`src/rtl/mux_n_rr_if.sv`:
```
// Bus bundle for mux_n_rr: channel inputs, mode/select control, and the
// valid/ready output stage. The slave modport is the mux; the master
// modport is whatever drives the sources and consumes the output word.
interface mux_n_rr_if #(
    parameter int unsigned WIDTH    = 32,
    parameter int unsigned CHANNELS = 4,
    parameter int unsigned SEL_W    = 2
);
    logic [CHANNELS*WIDTH-1:0] data_in;
    logic [CHANNELS-1:0]       req;
    logic                      mode;
    logic [SEL_W-1:0]          select;
    logic                      enable;
    logic                      ready;
    logic [WIDTH-1:0]          mux_out;
    logic                      valid;
    logic [SEL_W-1:0]          chan_out;
    logic [CHANNELS-1:0]       grant;

    modport master (
        output data_in, req, mode, select, enable, ready,
        input  mux_out, valid, chan_out, grant
    );

    modport slave (
        input  data_in, req, mode, select, enable, ready,
        output mux_out, valid, chan_out, grant
    );
endinterface

```
`src/rtl/mux_n_rr.sv`:
```
// N-channel registered multiplexer with external-select or round-robin
// arbitration and a valid/ready output register.
// Optional feature macro: MUX_TRISTATE_EN (mux_out floats while enable=0).
module mux_n_rr #(
    parameter int unsigned WIDTH    = 32,
    parameter int unsigned CHANNELS = 4,
    parameter int unsigned SEL_W    = 2
) (
    input logic        clock,
    input logic        reset,
    mux_n_rr_if.slave  bus
);
    logic [WIDTH-1:0] data_q;
    logic [SEL_W-1:0] chan_q;
    logic             valid_q;
    logic [SEL_W-1:0] ptr_q;

    logic             free;
    logic             cand_found;
    logic [SEL_W-1:0] cand;
    logic             capture;

    // Candidate selection: external select, or first requester after ptr
    always_comb begin
        cand_found = 1'b0;
        cand       = '0;
        if (!bus.mode) begin
            if (bus.req[bus.select]) begin
                cand_found = 1'b1;
                cand       = bus.select;
            end
        end else begin
            // Walk from farthest (ptr itself) to nearest so ptr+1 wins last
            for (int i = CHANNELS; i >= 1; i--) begin
                if (bus.req[SEL_W'(ptr_q + SEL_W'(i))]) begin
                    cand_found = 1'b1;
                    cand       = SEL_W'(ptr_q + SEL_W'(i));
                end
            end
        end
    end

    assign free    = !valid_q || bus.ready;
    assign capture = bus.enable && free && cand_found;

    // Grant is forced low while reset is held so sources never see a consume
    assign bus.grant = (capture && reset) ? (CHANNELS'(1) << cand) : '0;

    // Output register and round-robin pointer
    always_ff @(posedge clock or negedge reset) begin
        if (!reset) begin
            data_q  <= '0;
            chan_q  <= '0;
            valid_q <= 1'b0;
            ptr_q   <= SEL_W'(CHANNELS - 1);
        end else if (capture) begin
            data_q  <= bus.data_in[cand*WIDTH +: WIDTH];
            chan_q  <= cand;
            valid_q <= 1'b1;
            ptr_q   <= cand;
        end else if (bus.ready) begin
            valid_q <= 1'b0;
        end
    end

`ifdef MUX_TRISTATE_EN
    assign bus.mux_out = bus.enable ? data_q : {WIDTH{1'bz}};
`else
    assign bus.mux_out = data_q;
`endif
    assign bus.valid    = valid_q;
    assign bus.chan_out = chan_q;
endmodule

```
`src/flat_wrapper.sv`:
```
// flat-port wrapper written by rule: the top's interface ports become plain ports
module mux_n_rr_flat 
#(
    parameter int unsigned WIDTH    = 32,
    parameter int unsigned CHANNELS = 4,
    parameter int unsigned SEL_W    = 2
)
  (clock, reset, bus_data_in, bus_req, bus_mode, bus_select, bus_enable, bus_ready, bus_mux_out, bus_valid, bus_chan_out, bus_grant);
  mux_n_rr_if #(.WIDTH(WIDTH), .CHANNELS(CHANNELS), .SEL_W(SEL_W)) bus_i ();
  input logic clock;
  input logic reset;
  input wire logic [$bits(bus_i.data_in)-1:0] bus_data_in;
  input wire logic [$bits(bus_i.req)-1:0] bus_req;
  input wire logic [$bits(bus_i.mode)-1:0] bus_mode;
  input wire logic [$bits(bus_i.select)-1:0] bus_select;
  input wire logic [$bits(bus_i.enable)-1:0] bus_enable;
  input wire logic [$bits(bus_i.ready)-1:0] bus_ready;
  output wire logic [$bits(bus_i.mux_out)-1:0] bus_mux_out;
  output wire logic [$bits(bus_i.valid)-1:0] bus_valid;
  output wire logic [$bits(bus_i.chan_out)-1:0] bus_chan_out;
  output wire logic [$bits(bus_i.grant)-1:0] bus_grant;
  assign bus_i.data_in = bus_data_in;
  assign bus_i.req = bus_req;
  assign bus_i.mode = bus_mode;
  assign bus_i.select = bus_select;
  assign bus_i.enable = bus_enable;
  assign bus_i.ready = bus_ready;
  assign bus_mux_out = bus_i.mux_out;
  assign bus_valid = bus_i.valid;
  assign bus_chan_out = bus_i.chan_out;
  assign bus_grant = bus_i.grant;
  mux_n_rr #(.WIDTH(WIDTH), .CHANNELS(CHANNELS), .SEL_W(SEL_W)) u_core (.clock(clock), .reset(reset), .bus(bus_i));
endmodule
```
`config.mk`:
```
export PLATFORM = sky130hd
export DESIGN_NAME = mux_n_rr_flat
export DESIGN_NICKNAME = d
export VERILOG_FILES = /design/src/rtl/mux_n_rr_if.sv /design/src/rtl/mux_n_rr.sv /design/src/flat_wrapper.sv
export SDC_FILE = /design/constraint.sdc
export NUM_CORES = 1
export LEC_CHECK = 0
export CORE_MARGIN = 2
export CORE_UTILIZATION = 33
export CTS_CLUSTER_DIAMETER = 60
export DETAILED_ROUTE_END_ITERATION = 8
export PLACE_DENSITY = 0.87
export SYNTH_ARGS = -nofsm -noshare
export SYNTH_HDL_FRONTEND = slang
export SYNTH_SLANG_ARGS = --single-unit
```
`constraint.sdc`:
```
create_clock -name clock -period 2.4 [get_ports clock]
set_clock_uncertainty 0.05 [all_clocks]
set_input_delay 0.72 -clock clock [delete_from_list [all_inputs] [get_ports clock]]
set_output_delay 0.72 -clock clock [all_outputs]
set_load 0.005 [all_outputs]
```
# After elaboration in Yosys (flattened, before gate mapping)
# Index checks and enable logic that the tools add are counted.
dict set report classes {
  n_addsub 3
  n_lt_le_gt_ge 5
  n_shift 2
  n_mux 25
  reduce_logical 6
}
# cell n
set ops {}
lappend ops {{variable part select 128 x 8 -> 32 bit} 1}
lappend ops {{less-than comparator 2 x 3 -> 1 bit (second input constant)} 5}
lappend ops {{2-to-1 mux 1 bit} 13}
lappend ops {{2-to-1 mux 2 bit} 6}
lappend ops {{binary-select mux 1 bit (select 2 bit)} 5}
lappend ops {{adder 2 bit (second input constant)} 2}
lappend ops {{2-to-1 mux 4 bit} 1}
lappend ops {{<< shifter 1 x 2 -> 4 bit (first input constant)} 1}
lappend ops {{logical AND 1 bit} 3}
lappend ops {{adder 2 x 1 -> 2 bit (second input constant)} 1}
lappend ops {{nonzero test 2 bit} 1}
lappend ops {{zero test 1 bit} 1}
lappend ops {{logical OR 1 bit} 1}
dict set report totals {
  regBits 37
  in_bits 139
}

# Depth between registers and ports, before layout
# Gate-level depths: netlist of the first run.
dict set report logic_depth {
  word_depth 10
  depth_mapped 7
  ltp_nobuf 5
}

# Worst setup path after synthesis of the first run
# No wires, ideal clock.
dict set report synth_timing {
  path_kind {in2out}
  from {input bus_select[0]}
  to {output bus_grant[0]}
  arrival_ps 1804
  required_time_ps 1630
  setup_slack_ps -174
  stages 7
  path_buffers 2
  cell_sequence {mux2i_1 > nor2_1 > a21oi_2 > buf_6 > buf_4 > nand3_1 > nor2_1}
}
dict set report synth_via {
  elab_chain_cells 7
  elab_cells_between_ends 10
  cone_classes {shift (1); mux (7); reduce/logical (2)}
}
# item line
set synth_rtl {}
lappend synth_rtl {{start: declaration} flat_wrapper.sv:15} ;# input wire logic [$bits(bus_i.select)-1:0] bus_select;
lappend synth_rtl {{binary-select mux 1 bit (select 2 bit)} mux_n_rr.sv:28} ;# if (bus.req[bus.select]) begin
lappend synth_rtl {{2-to-1 mux 1 bit (not written as such)} mux_n_rr.sv:28}
lappend synth_rtl {{2-to-1 mux 1 bit} mux_n_rr.sv:28}
lappend synth_rtl {{2-to-1 mux 1 bit} mux_n_rr.sv:27} ;# if (!bus.mode) begin
lappend synth_rtl {{logical AND 1 bit} mux_n_rr.sv:44} ;# assign capture = bus.enable && free && cand_found;
lappend synth_rtl {{logical AND 1 bit} mux_n_rr.sv:47} ;# assign bus.grant = (capture && reset) ? (CHANNELS'(1) << cand) : '0;
lappend synth_rtl {{2-to-1 mux 4 bit *} mux_n_rr.sv:47}
lappend synth_rtl {{end: declaration} flat_wrapper.sv:21} ;# output wire logic [$bits(bus_i.grant)-1:0] bus_grant;
# Mark *: on every way between the ends. The rest lies on a longest branch, timed or not. The select of a mux whose other input is x is not followed.

# Final worst setup path of the first run
dict set report layout_timing {
  from {input bus_req[1]}
  to {output bus_grant[0]}
}
dict set report layout_via {
  elab_chain_cells 10
  elab_cells_between_ends 26
  cone_classes {shift (1); mux (23); reduce/logical (2)}
}
# item line
set layout_rtl {}
lappend layout_rtl {{start: declaration} flat_wrapper.sv:13} ;# input wire logic [$bits(bus_i.req)-1:0] bus_req;
lappend layout_rtl {{binary-select mux 1 bit (select 2 bit)} mux_n_rr.sv:35} ;# if (bus.req[SEL_W'(ptr_q + SEL_W'(i))]) begin
lappend layout_rtl {{2-to-1 mux 1 bit (not written as such)} mux_n_rr.sv:35}
lappend layout_rtl {{2-to-1 mux 1 bit (4 in series)} mux_n_rr.sv:35}
lappend layout_rtl {{2-to-1 mux 1 bit} mux_n_rr.sv:27}
lappend layout_rtl {{logical AND 1 bit} mux_n_rr.sv:44}
lappend layout_rtl {{logical AND 1 bit} mux_n_rr.sv:47}
lappend layout_rtl {{2-to-1 mux 4 bit *} mux_n_rr.sv:47}
# Marked as above.

==> flow_results.org, run 1 <==
** Synth
- Count of state elements after synthesis :: 37
- Most common flop cell mapped by yosys :: sky130_fd_sc_hd__dfrtp_1
- Synthesized-area fraction occupied by adder cells :: 0%
- After synthesis, the largest family of logic cells by area is multiplexers.
- Number of distinct library cells after synthesis :: 37
- Synth Area in Simple Gates :: about a tenth
- Post-synthesis compound-gate area fraction :: 22.5%
- Post-synthesis share of cell area spent on xor and xnor gates :: 0%
- Syn Nets :: ~370
- In the synthesized netlist the async set-or-reset flop fraction comes to 100%.
- Count of flip-flops with a built-in enable after synthesis :: 0
- Post-Synthesis Cell Area :: ~2600 sq um
- Of the post-synthesis cell area, the part taken by muxes is about a quarter.
- Sequential-to-total area share from yosys stat :: 35.3%
- Cell count after synthesis :: 227
- Yosys warnings :: 0
- Post-Syn Area per Cell :: 11.6 sq um

** Clock tree
- Counting along the longest clock path gives a buffer depth of 2.
- Clock latency reported for the late side of the worst-skew pair :: 0.28 ns
- The number of hold buffers added after CTS was 0.
- Clock tree synthesis selected as its root buffer the cell sky130_fd_sc_hd__clkbuf_8.
- H-Tree Level Count :: 2
- The clock net in this run drives a total of 37 sinks.
- Clock-pin slew was measured on the worst setup and hold paths at around 0.07 ns.
- TritonCTS built the clock tree.
- TritonCTS Buffers :: 5

** Worst setup path
- Crit path arrival time :: around 1.9 ns
- Counting both buffers and inverters, the worst setup path holds a total of 2.
- For this design, the slowest cell found on the critical path is sky130_fd_sc_hd__or4b_4.
- Critical setup path kind :: input pin to output port
- Critical path fanouts, max :: 4
- Type of destination of the critical path :: output port
- Data required time of the worst path :: ~1.6 ns
- The worst setup path is launched from an input pin.
- Worst path cell trace :: buf_8 -> or4b_4 -> o311ai_4 -> a31o_2 -> nand2_2 -> nor2_2 -> buf_2
- On the worst path, the slowest cell contributes a delay of between 0.5 and 0.6 ns.
- Top Family by Delay on Critical Path :: simple AND/OR/NAND/NOR gates

** Route
- After detailed routing, the average wire length per cell comes to 16.2 microns.
- Total wire length :: 8550 microns
- Before antenna repair, the detailed router went through 3 iterations.
- Drt first-iter violations :: 51
- In this run the remaining antenna-violating nets after routing total 0.
- Residual DRC :: 0
- Uppermost metal layer occupied by signal nets :: met4
- Detailed routing placed a total of about 4300 microns of wire on met2.
- Via Count :: 2658
- Met1 layer wirelength in the final routing :: 3290 microns
- After detailed routing, the number of vias per cell comes to 5.02.
- The routed design uses around 800 microns of met3 wire.

** STA
- The hold violation count in the final report is 0.
- Period utilisation layout :: 110%
- Highest attainable clock frequency :: 379 MHz
- Setup repair after global routing could not meet its margin everywhere.
- Final setup fails :: 4
- Post-layout minimum cycle time :: 2.64 ns
- Setup slack on the critical path of the routed design comes to -0.237 ns.
- Measured against its own limit, the worst slew margin works out to between 60% and 70%.
- Slew Viols, Final :: 0
- At the pin with the least slew margin, the transition time is 0.573 ns.
- Hold timing on the final database bottoms out at a slack of about 0.44 ns.

** Finish
- Leaving out fill and tap cells, the most frequent cells in the layout are 164 x sky130_fd_sc_hd__clkdlybuf4s50_1, 64 x sky130_fd_sc_hd__mux2i_1, 37 x sky130_fd_sc_hd__nand2_1.
- Most common library cell in the layout ignoring fill and taps :: sky130_fd_sc_hd__clkdlybuf4s50_1
- Of the cells placed in the final design, the portion with a size suffix greater than 1 is roughly 25%.
- 0 antenna diodes ended up in the layout.
- Post-layout net count :: 565
- Final std cell area, no fill :: 4870 sq um
- Syn-to-layout area delta :: 84.9%

** Power and ir drop
- Summed over all cells, the static leakage comes to roughly 2.2 nW.
- IR Drop Worst-Case VDD :: 0.275 mV
- Power density of the placed cells :: roughly 580 nW/um^2

** Floorplanning
- Starting utilization of the core area :: 34.1%
- Area enclosed by the die boundary :: 8710 sq um
- The floorplan has 32 rows.
- The floorplan step set the die width to 93.3 microns.
- After floorplanning, the core was sized to cover 7730 sq um.
- In this run the count of I/O pins placed on the die edge is 178.
- The die is 93.3 microns tall.

** Run
- Max-cap check violation count :: 0

** Status
- Violated checks :: setup timing
- Result of the run :: complete, but fails checks

** Global routing
- Global routing finished with a remaining overflow of 0.
- Wire length of the first global-routing pass :: 13300 microns
- For this run, the total global-route usage over all layers was measured as 19.3%.
- Pin count of the biggest net entering global routing :: 38
- The number of global-route vias before repair was 2834.
- The number of antenna violations at the first check in global routing came to 0.

** Placed design
- Detailed placement finished with a half-perimeter wire length of 6670 microns.
- At the end of routability-driven placement, the weighted congestion stood at 0.782.
- Dpl cell area :: 4620 sq um
- PortBufs :: ~180

** Worst hold path
- The worst hold path belongs to the class register to register.
[cells in the mapped netlist (2+ instances only)]
master / n / area share, %
sky130_fd_sc_hd__dlygate4sd1_1: 2 / 0.67
sky130_fd_sc_hd__nand2b_1: 2 / 0.48
sky130_fd_sc_hd__o221ai_1: 5 / 1.7
sky130_fd_sc_hd__buf_8: 2 / 1.1
sky130_fd_sc_hd__dfstp_2: 2 / 2.0
sky130_fd_sc_hd__o21a_1: 5 / 1.4
sky130_fd_sc_hd__o221ai_2: 29 / 17
sky130_fd_sc_hd__buf_2: 2 / 0.38
sky130_fd_sc_hd__nor2_1: 6 / 0.86
sky130_fd_sc_hd__nand3b_1: 2 / 0.57
sky130_fd_sc_hd__nand3_1: 3 / 0.57
sky130_fd_sc_hd__dfrtp_1: 35 / 33
sky130_fd_sc_hd__buf_6: 6 / 2.6
sky130_fd_sc_hd__nand2_1: 38 / 5.4
sky130_fd_sc_hd__mux2i_1: 66 / 25
[worst paths after layout]
| kind | endpoint | cells past startpoint | slack (ns) | from |
|---|---|---|---|---|
| max | bus_grant[0] | 7 | -0.24 | bus_req[1] |
| min | u_core.bus.mux_out[7] | 2 | 0.44 | u_core.bus.mux_out[7] |
| max reg2reg | u_core.bus.mux_out[6] | 9 | 0.17 | u_core.ptr_q[0] |
| min reg2reg | u_core.bus.mux_out[7] | 2 | 0.44 | u_core.bus.mux_out[7] |
| max in group asynchronous | u_core.ptr_q[0] | 2 | 1.45 | reset |
| min in group asynchronous | u_core.bus.mux_out[20] | 2 | 0.50 | reset |
[timing repair]
action,CTS,global route
resized for setup,65,15
hold endpoints to repair,0,0
endpoints found under the setup margin,40,36
setup buffers,11,2
pin swaps,14,7
gates cloned,2,0
[flip-flops by register name, summed over array words and instances, names as in the netlist]
name                 flops
u_core.bus.chan_out      2
u_core.ptr_q             2
u_core.bus.valid         1
u_core.bus.mux_out      32
[worst reg2reg max path, stage by stage (launching register included)]
cell                       delay, ns
sky130_fd_sc_hd__dfstp_2        0.41
sky130_fd_sc_hd__or4b_4         0.57
sky130_fd_sc_hd__o311ai_4       0.09
sky130_fd_sc_hd__a31oi_2        0.08
sky130_fd_sc_hd__buf_4          0.15
sky130_fd_sc_hd__buf_4          0.12
sky130_fd_sc_hd__buf_4          0.13
sky130_fd_sc_hd__o21ai_4        0.16
sky130_fd_sc_hd__buf_6          0.23
sky130_fd_sc_hd__o221ai_2       0.12
[through the flow]
step	util [%]	total power, mW	worst slack [ns]	setup TNS, ns	instances
3_5_place_dp	59.7	2.34	-1.08	-27.67	513
3_3_place_gp	59.7	2.29	-1.01	-22.49	513
5_1_grt	63.0	3.01	-0.286	-1.09	529
2_1_floorplan	-	1.58	-0.0563	-0.209	227
4_1_cts	62.7	2.86	-0.258	-6.50	531
6_report	63.0	2.83	-0.237	-0.900	529
[where the power goes]
| group | switching [mW] | internal, mW |
|---|---|---|
| sequential | 0.115 | 0.817 |
| clock | 0.215 | 0.233 |
| combinational | 0.550 | 0.894 |
[cells by family (layout without fill, tap and decap cells)]
| logic type | after synthesis | count (layout) |
|---|---|---|
| AO/OA/AOI/OAI | 48 | 48 |
| buffers and inverters | 18 | 218 |
| flip-flops | 37 | 37 |
| multiplexers | 66 | 66 |
| AND/OR/NAND/NOR | 58 | 58 |
[area by class of cell]
| class | instances | area [sq um] |
|---|---|---|
| Timing Repair Buffer | 209 | 2060 |
| Multi-Input combinational cell | 172 | 1650 |
| Sequential cell | 37 | 928 |
| Tap cell | 102 | 128 |
| Fill cell | 607 | 2860 |
| Clock inverter | 1 | 7.51 |
| Clock buffer | 7 | 86.3 |
| Inverter | 1 | 3.75 |
[layer usage]
layer,track usage (%),vias to the layer above
li1,-,1272
met1,22.0,1237
met2,34.7,135
met3,5.64,14
met4,6.25,0
met5,0,-
(Power assumes the default switching activity.)
==> run 2, diff against run 1 <==
--- a/config.mk
+++ b/config.mk
@@ -5,11 +5,13 @@
 export SDC_FILE = /design/constraint.sdc
 export NUM_CORES = 1
 export LEC_CHECK = 0
-export CORE_MARGIN = 2
-export CORE_UTILIZATION = 33
+export CELL_PAD_IN_SITES_DETAIL_PLACEMENT = 0
+export CELL_PAD_IN_SITES_GLOBAL_PLACEMENT = 1
+export CORE_UTILIZATION = 23
 export CTS_CLUSTER_DIAMETER = 60
 export DETAILED_ROUTE_END_ITERATION = 8
-export PLACE_DENSITY = 0.87
+export GPL_ROUTABILITY_DRIVEN = 0
+export PLACE_DENSITY = 0.85
 export SYNTH_ARGS = -nofsm -noshare
 export SYNTH_HDL_FRONTEND = slang
 export SYNTH_SLANG_ARGS = --single-unit
==> flow_results.org, run 2 (synthesis results as in run 1) <==
** Status
- The flow ran to the end, but the final reports show violations.
- Violated checks :: setup timing

** Finish
- Of the cells placed in the final design, the portion with a size suffix greater than 1 is between 20% and 30%.
- The top cell types in the final layout, fill and taps aside, are 165 x sky130_fd_sc_hd__clkdlybuf4s50_1, 64 x sky130_fd_sc_hd__mux2i_1, 37 x sky130_fd_sc_hd__nand2_1.
- The register with the most flip-flops in the layout has 32 of them.
- Post-layout net count :: 562
- Most common library cell in the layout ignoring fill and taps :: sky130_fd_sc_hd__clkdlybuf4s50_1
- Number of standard cells in the final layout excluding fillers :: 564
- From synthesis to final layout, the design area changed by 89.0%.
- Number of fill cells :: a little over 1000
- Number of antenna diodes :: 0

** Clock tree
- The clock drives 37 sinks.
- CTS tree :: yes
- H-Tree Level Count :: 2
- CTS hold repair buffers :: 0
- Clock latency reported for the late side of the worst-skew pair :: ~0.27 ns
- The tree is rooted in a sky130_fd_sc_hd__clkbuf_16.
- Post-CTS clock slew at the launch and capture registers of the worst setup and hold paths :: ~0.06 ns
- TritonCTS Buffers :: 5
- Max Buffers Root-to-Sink :: 2

** Worst hold path
- The min-delay analysis places its worst path in the category input pin to asynchronous set/reset pin.

** Route
- Summed over all layers, the routed wires come to 8410 microns.
- For this block, the initial DRC count from the detailed router was 28.
- In the routed design, unresolved DRC markers number 0.
- First-pass iteration count of the detailed router :: 4
- Routed wire per std cell :: 14.9 microns
- The count of nets left with antenna violations once routing finished came out at 0.
- Dividing the detail-routed via count by the number of cells gives 4.64.
- The routed layout has approximately 2600 vias.

** Worst setup path
- Setup slack on the worst reg-to-reg path comes out at 0.28 ns.
- The critical path is of the input pin to output port type.
- For the worst setup path, the data arrival time is 1.91 ns.
- STA classifies the critical path endpoint as an output port.
- STA classifies the critical path startpoint as an input pin.
- Data required time of the worst path :: 1.63 ns
- Along the worst path, the maximum fanout reaches 4.

** Floorplanning
- Number of standard-cell rows in the floorplan :: 38
- Core footprint :: 11000 sq um
- Starting utilization of the core area :: around a quarter
- Width of the die :: 109 microns
- From bottom edge to top edge, the die measures 109 microns.
- The die covers approximately 12000 sq um.
- # IOs :: 178

** STA
- Highest attainable clock frequency :: 374 MHz
- Slew Viols, Final :: 0
- Post-layout minimum cycle time :: between 2 and 3 ns
- Post-route setup slack :: -0.276 ns
- Measured against its own limit, the worst slew margin works out to between 70% and 80%.
- The tightest hold path in the finished design has a slack of 0.427 ns.
- Number of hold violations in the final report :: 0
- At the pin with the least slew margin, the transition time is 0.359 ns.
- Setup repair after global routing could not meet its margin everywhere.
- The worst path uses 111% of the clock period.
- Final setup fails :: 4

** Global routing
- The number of antenna violations at the first check in global routing came to 0.
- Wire length of the first global-routing pass :: around 13000 microns
- Pin count of the biggest net entering global routing :: 37
- Total congestion overflow :: 0
- For this run, the total global-route usage over all layers was measured as 13.9%.
- Via count of the first global-routing pass :: 2768

** Power and ir drop
- Static power due to leakage :: about 2.2 nW
- Power density of the placed cells :: just over 600 nW/um^2
- The worst-case IR drop observed on VDD is 0.270 mV.

** Run
- Max-cap check violation count :: 0

** Placed design
- Placed wire-length estimate :: a little under 7000 microns
- Placed instance count :: 552
- Port buffering added approximately 180 buffers.
run 2: changes by cell type in the layout (fill, tap and decap cells not counted), sizes merged:
cell	previous run	this run
buf	44	40
clkbuf	7	8
clkdlybuf4s50	164	165
dlymetal6s2s	1	0
run 2: routing by layer:
metal,track usage (%),routed length [microns],vias up
met5,0,0,-
met4,3.47,58,0
met3,4.72,881,6
met2,25.8,4280,128
met1,14.9,3200,1222
li1,-,-,1262
run 2: critical path: stages:
cell and delay [ns]:
sky130_fd_sc_hd__buf_8 0.11, sky130_fd_sc_hd__o41ai_4 0.39, sky130_fd_sc_hd__o221ai_4 0.15, sky130_fd_sc_hd__and3_4 0.23, sky130_fd_sc_hd__nand3b_1 0.13, sky130_fd_sc_hd__nor2_2 0.06
sky130_fd_sc_hd__buf_2 0.12
run 2: metrics by stage:
step	power [mW]	setup WS [ns]	utilization [%]	TNS, ns	instance area [sq um]
2_1_floorplan	1.58	-0.0563	-	-0.209	2670
3_3_place_gp	2.31	-1.02	42.5	-25.68	4670
3_5_place_dp	2.35	-1.09	42.5	-29.27	4670
4_1_cts	3.06	-0.276	44.5	-1.07	4880
5_1_grt	3.23	-0.316	45.3	-1.09	4970
6_report	3.04	-0.276	45.3	-0.932	4970
run 2: power by group:
group	switching [mW]	internal, mW	total, mW
Sequential	0.108	0.818	0.927
Clock	0.245	0.413	0.659
Combinational	0.557	0.893	1.45
run 2: final timing paths:
| check | start | end | cells after the start |
|---|---|---|---|
| max | bus_req[1] | bus_grant[3] | 7 |
| min | reset | u_core.bus.mux_out[30] | 2 |
| max reg2reg | u_core.ptr_q[1] | u_core.bus.mux_out[10] | 7 |
| min reg2reg | u_core.bus.mux_out[25] | u_core.bus.mux_out[25] | 2 |
| max in group asynchronous | reset | u_core.ptr_q[1] | 2 |
| min in group clock | u_core.bus.mux_out[25] | u_core.bus.mux_out[25] | 2 |
run 2: timing repair:
item,CTS,global route
endpoints found under the hold margin,0,0
resized for setup,63,21
setup endpoints to repair,40,14
buffers inserted,3,1
pin swaps,12,8
run 2: cell type report:
class | count | area [sq um] | area share, %
clock buffers | 7 | 143 | 2.87
inverters | 1 | 3.75 | 0.0755
flip-flops and latches | 37 | 928 | 18.7
repair buffers | 206 | 2030 | 40.7
clock inverters | 1 | 7.51 | 0.151
multi-input cells | 172 | 1690 | 34.0
well taps | 140 | 175 | 3.52
